==> src/rtl/mod_accumulator.sv <==
// Framed modular accumulator: sums residue beats mod m and reports one
// result, beat count and error flag per frame over a valid/ready handshake.
module mod_accumulator #(
    parameter int WIDTH = 32
) (
    input  logic             clk,
    input  logic             rst_n,
    input  logic [WIDTH-1:0] m,
    input  logic [WIDTH-1:0] in_data,
    input  logic             in_valid,
    input  logic             in_last,
    output logic             in_ready,
    output logic [WIDTH-1:0] result,
    output logic [WIDTH-1:0] count,
    output logic             error,
    output logic             out_valid,
    input  logic             out_ready
);

    typedef enum logic [1:0] {
        S_IDLE = 2'd0,
        S_ACC  = 2'd1,
        S_OUT  = 2'd2
    } state_t;

    state_t           r_state;
    state_t           w_state_next;
    logic             r_live;
    logic [WIDTH-1:0] r_acc;
    logic [WIDTH-1:0] r_m;
    logic [WIDTH-1:0] r_count;
    logic             r_error;

    logic             w_accept;
    logic             w_first;
    logic [WIDTH-1:0] w_mod;
    logic [WIDTH-1:0] w_acc_base;
    logic [WIDTH-1:0] w_cnt_base;
    logic             w_err_base;
    logic [WIDTH:0]   w_sum;
    logic [WIDTH:0]   w_sum_red;
    logic             w_bad;
    logic [WIDTH-1:0] w_acc_new;
    logic [WIDTH-1:0] w_cnt_new;
    logic             w_err_new;

    assign w_accept = in_valid && in_ready;

    // The first beat of a frame starts from a clean slate and uses the live modulus.
    assign w_first    = (r_state == S_IDLE);
    assign w_mod      = w_first ? m : r_m;
    assign w_acc_base = w_first ? '0 : r_acc;
    assign w_cnt_base = w_first ? '0 : r_count;
    assign w_err_base = w_first ? 1'b0 : r_error;

    // One spare bit holds acc + in_data, which can reach 2*(2^WIDTH-1).
    assign w_sum     = {1'b0, w_acc_base} + {1'b0, in_data};
    assign w_sum_red = (w_sum >= {1'b0, w_mod}) ? (w_sum - {1'b0, w_mod}) : w_sum;
    assign w_bad     = (w_mod == '0) || (in_data >= w_mod);
    assign w_acc_new = w_bad ? w_acc_base : w_sum_red[WIDTH-1:0];
    assign w_cnt_new = (&w_cnt_base) ? w_cnt_base : (w_cnt_base + WIDTH'(1));
    assign w_err_new = w_err_base | w_bad;

    always_ff @(posedge clk or negedge rst_n) begin
        if (!rst_n) begin
            r_state <= S_IDLE;
        end else begin
            r_state <= w_state_next;
        end
    end

    always_comb begin
        w_state_next = r_state;
        case (r_state)
            S_IDLE: if (w_accept) w_state_next = in_last ? S_OUT : S_ACC;
            S_ACC:  if (w_accept && in_last) w_state_next = S_OUT;
            S_OUT:  if (out_ready) w_state_next = S_IDLE;
            default: w_state_next = S_IDLE;
        endcase
    end

    always_comb begin
        in_ready  = r_live && (r_state != S_OUT);
        out_valid = (r_state == S_OUT);
    end

    // Holds in_ready low until the first edge after reset is released.
    always_ff @(posedge clk or negedge rst_n) begin
        if (!rst_n) begin
            r_live <= 1'b0;
        end else begin
            r_live <= 1'b1;
        end
    end

    always_ff @(posedge clk or negedge rst_n) begin
        if (!rst_n) begin
            r_acc   <= '0;
            r_m     <= '0;
            r_count <= '0;
            r_error <= 1'b0;
        end else if (w_accept) begin
            r_m     <= w_mod;
            r_acc   <= w_acc_new;
            r_count <= w_cnt_new;
            r_error <= w_err_new;
        end
    end

    assign result = r_acc;
    assign count  = r_count;
    assign error  = r_error;

endmodule
==> config.mk <==
export PLATFORM = sky130hd
export DESIGN_NAME = mod_accumulator
export DESIGN_NICKNAME = d
export VERILOG_FILES = /design/src/rtl/mod_accumulator.sv
export SDC_FILE = /design/constraint.sdc
export NUM_CORES = 1
export LEC_CHECK = 0
export CORE_AREA = 2 2 130 132
export CTS_CLUSTER_SIZE = 14
export DETAILED_ROUTE_END_ITERATION = 8
export DIE_AREA = 0 0 132 134
export PLACE_DENSITY = 0.85
export SLEW_MARGIN = 20
export SYNTH_ARGS = -nofsm -noshare
export SYNTH_HDL_FRONTEND = slang
export SYNTH_SLANG_ARGS = --single-unit
==> constraint.sdc <==
create_clock -name clk -period 8.7 [get_ports clk]
set_clock_uncertainty 0.15 [all_clocks]
set_input_delay 2.61 -clock clk [delete_from_list [all_inputs] [get_ports clk]]
set_output_delay 2.61 -clock clk [all_outputs]
set_load 0.02 [all_outputs]
==> flow_metrics.py, run 1 <==
metrics = {
    "setup_path": {
        "crit_path_max_fanout": 36,
        "path_class": "input port to register",
        "r2r-start": "r_state[1]$_DFFE_PN0P_",
        "crit_arrival_ns": 8.35,
        "start_kind": "input port",
        "rrSetupSlack_ns": 1.58,
        "critPathRequiredTime_ns": 8.77,
        "reg2reg_depth": 22,
        "r2r_end": "result[30]$_DFFE_PN0P_",
        "endpoint_kind": "register",
    },
    "placement": {
        "dp_slack_ns": 0.0926,
        "dpl_cell_area_sq_um": 10600,
        "dpl.cell_count": 1405,
        "numPortBuffers": 135,
        "gp_congestion": 0.967,
        "post-dp-hpwl_um": 21200,
    },
    "yosys": {
        "syn_area_sq_um": 9010,
        "synthTopCellsByArea": "dfrtp_1 (28%), ha_1 (13%), a21oi_1 (6.4%)",
        "synth.distinct_cells": 79,
        "yosysWarnings": 0,
        "synthesis.nets": 1245,
        "synth-seq-cells": 100,
        "synth_top_area_frac": 0.278,
        "ys.flop_type": "dfrtp_1",
        "async_reset_ff_frac": 1.00,
        "synthCells": 1077,
        "syn_avg_cell_area_sq_um": 8.37,
        "synth-edff-count": 0,
        "yosys.area.top_type": "dfrtp_1",
        "yosysSeqAreaShare": 0.278,
    },
    "floorplan": {
        "die_h_um": 134,
        "start_util": 0.553,
        "rows": 47,
        "core_sq_um": 16300,
        "die_w_um": 132,
        "die-area_sq_um": 17700,
        "top_level_ports": 136,
    },
    "final_layout": {
        "syn_to_final_growth_pct": 21.0,
        "mostFrequentLayoutCell": "clkdlybuf4s50_1",
        "n_antenna_cell": 0,
        "stdcell_area_sq_um": 10900,
        "final_nets": 1364,
        "final_core_util": 0.670,
        "final_cells": 1421,
        "drive_gt1_frac": 0.0475,
        "layout_common_cells": "clkdlybuf4s50_1 (134), a21oi_1 (116), dfrtp_1 (100), ha_1 (97), nor2_1 (96)",
    },
    "drt": {
        "drc": 0,
        "ant_nets": 0,
        "drt-initial-drc-count": 650,
        "drtPass1Iterations": 5,
        "num_vias": 8815,
        "routed_via_density": 6.20,
        "postRouteWirelength_um": 27000,
        "wl_per_cell_um": 19.0,
    },
    "power": {
        "p_sw_frac": 0.491,
        "power_frac_seq": 0.196,
        "ir_drop_v": 0.000169,
        "intPower_uw": 1750,
        "powerDensity_nw_per_um2": 315,
        "clock_power_share": 0.126,
        "pwr-share-comb": 0.679,
        "p_sw_uw": 1690,
        "p_leak_uw": 0.00476,
    },
    "worst_hold_path": {
        "hold_path_depth": 2,
        "hold_start": "error$_DFFE_PN0P_",
        "hold_end": "error$_DFFE_PN0P_",
        "hold_path.class": "register to register",
    },
    "clock_tree": {
        "worstSkewPairLatency_ns": 0.37,
        "cts.sinks": 100,
        "clk_path_buf_depth": 2,
        "clk_pin_slew_ns": 0.08,
        "cts_resized": 0,
        "numCtsBuffers": 9,
        "hold_buffers": 0,
        "cts_tree": "done",
        "htreeDepth": 3,
        "post_cts_buffers": 0,
        "cts_root_buf": "clkbuf_16",
    },
    "timing": {
        "slew_violations": 0,
        "setup_slack_ns": 0.419,
        "relSlewSlack": 0.378,
        "finalCriticalPeriod_ns": 8.28,
        "fin_crit_sh": 0.952,
        "timing.fmax_mhz": 121,
        "hold_violations": 0,
        "worstMarginPinSlew_ns": 0.933,
        "rsz0062_at_grt": "false",
        "fin_tns_setup_ns": 0,
        "setup_violations": 0,
    },
    "outcome": {
        "status": "finished, final reports clean",
    },
    "run": {
        "cap_violations": 0,
    },
    "grt": {
        "grt_use_total": 0.308,
        "grt_max_degree": 70,
        "grt_pass1_vias": 8494,
        "grt_pass1_wl_um": 43600,
        "grt-ovfl-total": 0,
        "antenna_found_initial": 0,
    },
}
[worst max-delay path by stage]
stage,startpoint,to,slack [ns],cells after the start
3_3_place_gp,in_data[0],result[14]$_DFFE_PN0P_,0.27,23
3_5_place_dp,in_data[0],result[8]$_DFFE_PN0P_,0.09,24
2_1_floorplan,in_data[0],result[15]$_DFFE_PN0P_,1.13,24
6_report,in_data[0],result[24]$_DFFE_PN0P_,0.42,24
5_1_grt,in_data[0],result[6]$_DFFE_PN0P_,0.03,24
4_1_cts,in_data[0],result[24]$_DFFE_PN0P_,0.47,24
[metrics by stage]
stage	hold WS (ns)	total power (uW)
after floorplan	0.344	2320
after global routing	0.393	3700
final	0.358	3440
after global placement	0.323	2920
after CTS	0.362	3400
after detailed placement	0.331	2960
[worst max-delay path, cell delays in order]
cell and delay [ns]:
clkdlybuf4s50_1 0.43, ha_1 0.25, fa_1 0.45, a211oi_2 0.25
o21ai_2 0.14, o21ai_2 0.21, o21ai_1 0.12, a221o_1 0.39
a221o_1 0.41, a41o_1 0.29, o41ai_2 0.25, xnor2_1 0.20
ha_1 0.34, nand2_1 0.08, nand2_1 0.07, a211oi_1 0.23
nand2_1 0.09, a221oi_1 0.22, o41ai_1 0.16, a41oi_4 0.38
buf_4 0.43, nor2_1 0.09, a21oi_1 0.13, o21ai_0 0.10
[cell usage after synthesis (all sizes together) (21+ instances only)]
library cell	instances
and2	39
ha	97
nand4	21
xnor2	41
nand3	50
o21ai	71
clkbuf	28
mux2i	36
xor2	34
a21o	29
dfrtp	100
nor2	98
a21oi	116
nand2	94
inv	26
[cells by family (layout without fill, tap and decap cells)]
group,count (synthesis),after routing,share of synthesized area
flops,100,100,0.278
other cells,1,1,0.000416
xor+xnor,75,75,0.0729
fa+ha+maj,99,99,0.139
buf+inv,66,190,0.0298
simple gates,375,375,0.205
compound gates,323,323,0.233
mux,38,38,0.0429
[registers in the layout, summed over array words and instances (netlist names)]
signal and count:
r_state 2, result 32, count 32, r_m 32
error 1, r_live 1
[power groups by stage]
stage / Clock (uW) / Combinational [uW] / Sequential [uW]
final: 432 / 2330 / 673
after global routing: 454 / 2560 / 686
after CTS: 434 / 2300 / 670
after detailed placement: 0 / 2280 / 676
after global placement: 0 / 2250 / 675
after floorplan: 0 / 1590 / 727
[final cells by class]
class,count,area (sq um)
multi-input combinational,911,6270
tap,220,275
inverter,26,97.6
fill,1380,5380
sequential,100,2500
clock buffer,9,225
timing repair buffer,148,1450
clock inverter,7,88.8
[per-layer routing]
layer  vias to the layer above  global-route usage  share of wire
met3                        67              0.0351          0.063
met5                         -                   0              0
li1                       4218                   -              -
met1                      4168               0.394           0.42
met2                       362               0.530           0.48
met4                         0               0.136          0.036
No activity file was read; power rests on OpenSTA's default activity.
==> run 2: changes to the inputs <==
--- a/config.mk
+++ b/config.mk
@@ -5,11 +5,11 @@
 export SDC_FILE = /design/constraint.sdc
 export NUM_CORES = 1
 export LEC_CHECK = 0
-export CORE_AREA = 2 2 130 132
+export CORE_AREA = 2 2 126 128
 export CTS_CLUSTER_SIZE = 14
 export DETAILED_ROUTE_END_ITERATION = 8
-export DIE_AREA = 0 0 132 134
-export PLACE_DENSITY = 0.85
+export DIE_AREA = 0 0 128 130
+export PLACE_DENSITY = 0.89
 export SLEW_MARGIN = 20
 export SYNTH_ARGS = -nofsm -noshare
 export SYNTH_HDL_FRONTEND = slang
==> constraint.sdc (replaced) <==
create_clock -name clk -period 9.8 [get_ports clk]
set_clock_uncertainty 0.15 [all_clocks]
set_input_delay 2.94 -clock clk [delete_from_list [all_inputs] [get_ports clk]]
set_output_delay 2.94 -clock clk [all_outputs]
set_load 0.02 [all_outputs]
==> run 2 against run 1 <==
  * Clock power is 15% lower
  * Critical path depth stayed put
  * Combinational power is 12% lower
  * Hold slack worse by 0.0041 ns
  * First-iteration DRC count is 17% higher
  * Sequential share of layout area is 0.22 points higher
  * Routed wire length is 2.5% lower
  * Clock-buffer cell count is 1 higher
  * Global-route usage is 1.2 points higher
  * Sequential power is 11% lower
  * Core utilization is 3.1 points higher
  * Largest cell class unchanged
  * Highest routed layer unchanged
==> flow_metrics.py, run 2 (synthesis results as in run 1) <==
metrics = {
    "outcome": {
        "status": "finished, final reports clean",
    },
    "clock_tree": {
        "cts.sinks": 100,
        "numCtsBuffers": 9,
        "clk_pin_slew_ns": 0.08,
        "hold_buffers": 0,
        "cts_root_buf": "clkbuf_16",
        "post_cts_buffers": 0,
        "worstSkewPairLatency_ns": 0.37,
        "htreeDepth": 3,
        "clk_path_buf_depth": 2,
        "cts_tree": "done",
        "cts_resized": 0,
    },
    "final_layout": {
        "syn_to_final_growth_pct": 19.9,
        "nFillCells": 1222,
        "final_cells": 1386,
        "n_antenna_cell": 0,
        "final_nets": 1357,
        "seqCellArea_sq_um": 2500,
        "layout_common_cells": "clkdlybuf4s50_1 (134), a21oi_1 (116), dfrtp_1 (100), ha_1 (97), nor2_1 (96)",
        "mostFrequentLayoutCell": "clkdlybuf4s50_1",
        "multiInputGateArea_sq_um": 6270,
        "final_core_util": 0.700,
        "drive_gt1_frac": 0.0419,
    },
    "setup_path": {
        "critPathMaxStageDelay_ns": 0.48,
        "r2r-start": "r_state[1]$_DFFE_PN0P_",
        "r2r_end": "result[12]$_DFFE_PN0P_",
        "endpoint_kind": "register",
        "rrSetupSlack_ns": 2.67,
        "cp_slowest_cell": "buf_4",
        "crit_arrival_ns": 8.83,
        "start_kind": "input port",
        "path_cells": "clkdlybuf4s50_1, ha_1, fa_1, a211oi_2, o21ai_2, o21ai_2, o21ai_1, a221o_1, a221o_1, a41o_1, o41ai_2, xnor2_1, ha_1, nand2_1, nand2_1, a211oi_1, nand2_1, a221oi_1, o41ai_1, a41oi_4, buf_4, nor2_1, a21oi_1, o21ai_0",
        "critPathBufInv": 2,
        "path_delay_family": "compound AO/OA/AOI/OAI gates",
        "reg2reg_depth": 25,
        "crit_top_cell": "nand2_1",
        "path_class": "input port to register",
        "critPathRequiredTime_ns": 9.86,
        "crit_path_max_fanout": 39,
    },
    "timing": {
        "relSlewSlack": 0.289,
        "slew_violations": 0,
        "fin_tns_setup_ns": 0,
        "rsz0062_at_grt": "false",
        "timing.fmax_mhz": 114,
        "fin_crit_sh": 0.895,
        "setup_violations": 0,
        "worstMarginPinSlew_ns": 1.07,
        "setup_slack_ns": 1.03,
        "finalCriticalPeriod_ns": 8.77,
        "hold_violations": 0,
    },
    "drt": {
        "ant_nets": 0,
        "drc": 0,
        "routed_via_density": 6.45,
        "postRouteWirelength_um": 26400,
        "wl_per_cell_um": 19.0,
        "num_vias": 8933,
        "drtPass1Iterations": 5,
        "drt-initial-drc-count": 761,
    },
    "grt": {
        "grt_pass1_vias": 8423,
        "grt-ovfl-total": 0,
        "grt_use_total": 0.321,
        "antenna_found_initial": 0,
        "grt_max_degree": 76,
        "grt_pass1_wl_um": 42600,
    },
    "worst_hold_path": {
        "hold_path_depth": 2,
        "hold_end": "error$_DFFE_PN0P_",
        "hold_start": "error$_DFFE_PN0P_",
        "hold_path.class": "register to register",
    },
    "run": {
        "cap_violations": 0,
    },
    "floorplan": {
        "die_w_um": 128,
        "core_sq_um": 15400,
        "die_h_um": 130,
        "die-area_sq_um": 16600,
        "rows": 46,
        "top_level_ports": 136,
        "start_util": 0.584,
    },
    "placement": {
        "gp_congestion": 0.966,
        "dpl.cell_count": 1370,
        "post-dp-hpwl_um": 20300,
        "dp_slack_ns": 0.759,
        "numPortBuffers": 135,
    },
    "power": {
        "p_leak_uw": 0.00473,
        "powerDensity_nw_per_um2": 280,
        "ir_drop_v": 0.000201,
    },
}
run 2: cell types whose count changed in the layout (fill, tap and decap cells not counted), sizes merged:
cell / delta
buf: -7
clkinv: -1
clkbuf: +1
run 2: where the power goes:
group,switching (uW),internal [uW],total (uW)
Clock,184,185,369
Sequential,84.8,511,596
Combinational,1210,845,2060
run 2: stage by stage:
step	area, sq um	power, uW	hold WS (ns)
after floorplan	9010	2060	0.344
after global placement	10500	2560	0.321
after detailed placement	10500	2600	0.317
after CTS	10800	2980	0.347
after global routing	10800	3250	0.379
final	10800	3020	0.354
run 2: cell type report:
class,count,share of cell area
Multi-Input combinational cell,911,0.581
Clock inverter,6,0.00498
Timing Repair Buffer,141,0.129
Inverter,26,0.00903
Clock buffer,10,0.0221
Tap cell,192,0.0222
Sequential cell,100,0.232
run 2: worst max path at each step:
| stage | cells after the start | slack, ns | end | startpoint |
|---|---|---|---|---|
| final | 24 | 1.03 | result[12]$_DFFE_PN0P_ | in_data[0] |
| after CTS | 24 | 1.12 | result[12]$_DFFE_PN0P_ | in_data[0] |
| after detailed placement | 24 | 0.76 | result[12]$_DFFE_PN0P_ | in_data[0] |
| after floorplan | 24 | 1.90 | result[15]$_DFFE_PN0P_ | in_data[0] |
| after global placement | 23 | 0.88 | result[21]$_DFFE_PN0P_ | in_data[0] |
| after global routing | 23 | 0.60 | result[11]$_DFFE_PN0P_ | in_data[2] |
run 2: metal layers:
layer / vias to the layer above / part of all wire / GRT usage
met2: 400 / 0.48 / 0.556
met1: 4294 / 0.43 / 0.420
li1: 4177 / - / -
met3: 62 / 0.067 / 0.0525
met5: - / 0 / 0
met4: 0 / 0.022 / 0.0840
run 2: worst reg2reg max path: stages (launching register included):
cell	delay, ns
dfrtp_1	0.54
or2_1	0.56
and2_1	0.30
ha_1	0.23
fa_1	0.45
a211oi_2	0.26
o21ai_2	0.15
o21ai_2	0.21
o21ai_1	0.12
a221o_1	0.39
a221o_1	0.41
a41o_1	0.29
o41ai_2	0.23
xnor2_1	0.20
ha_1	0.34
nand2_1	0.09
nand2_1	0.06
a211oi_1	0.25
nand2_1	0.09
a221oi_1	0.21
o41ai_1	0.16
a41oi_4	0.44
buf_4	0.48
nor2_1	0.13
a21oi_1	0.15
o21ai_0	0.09
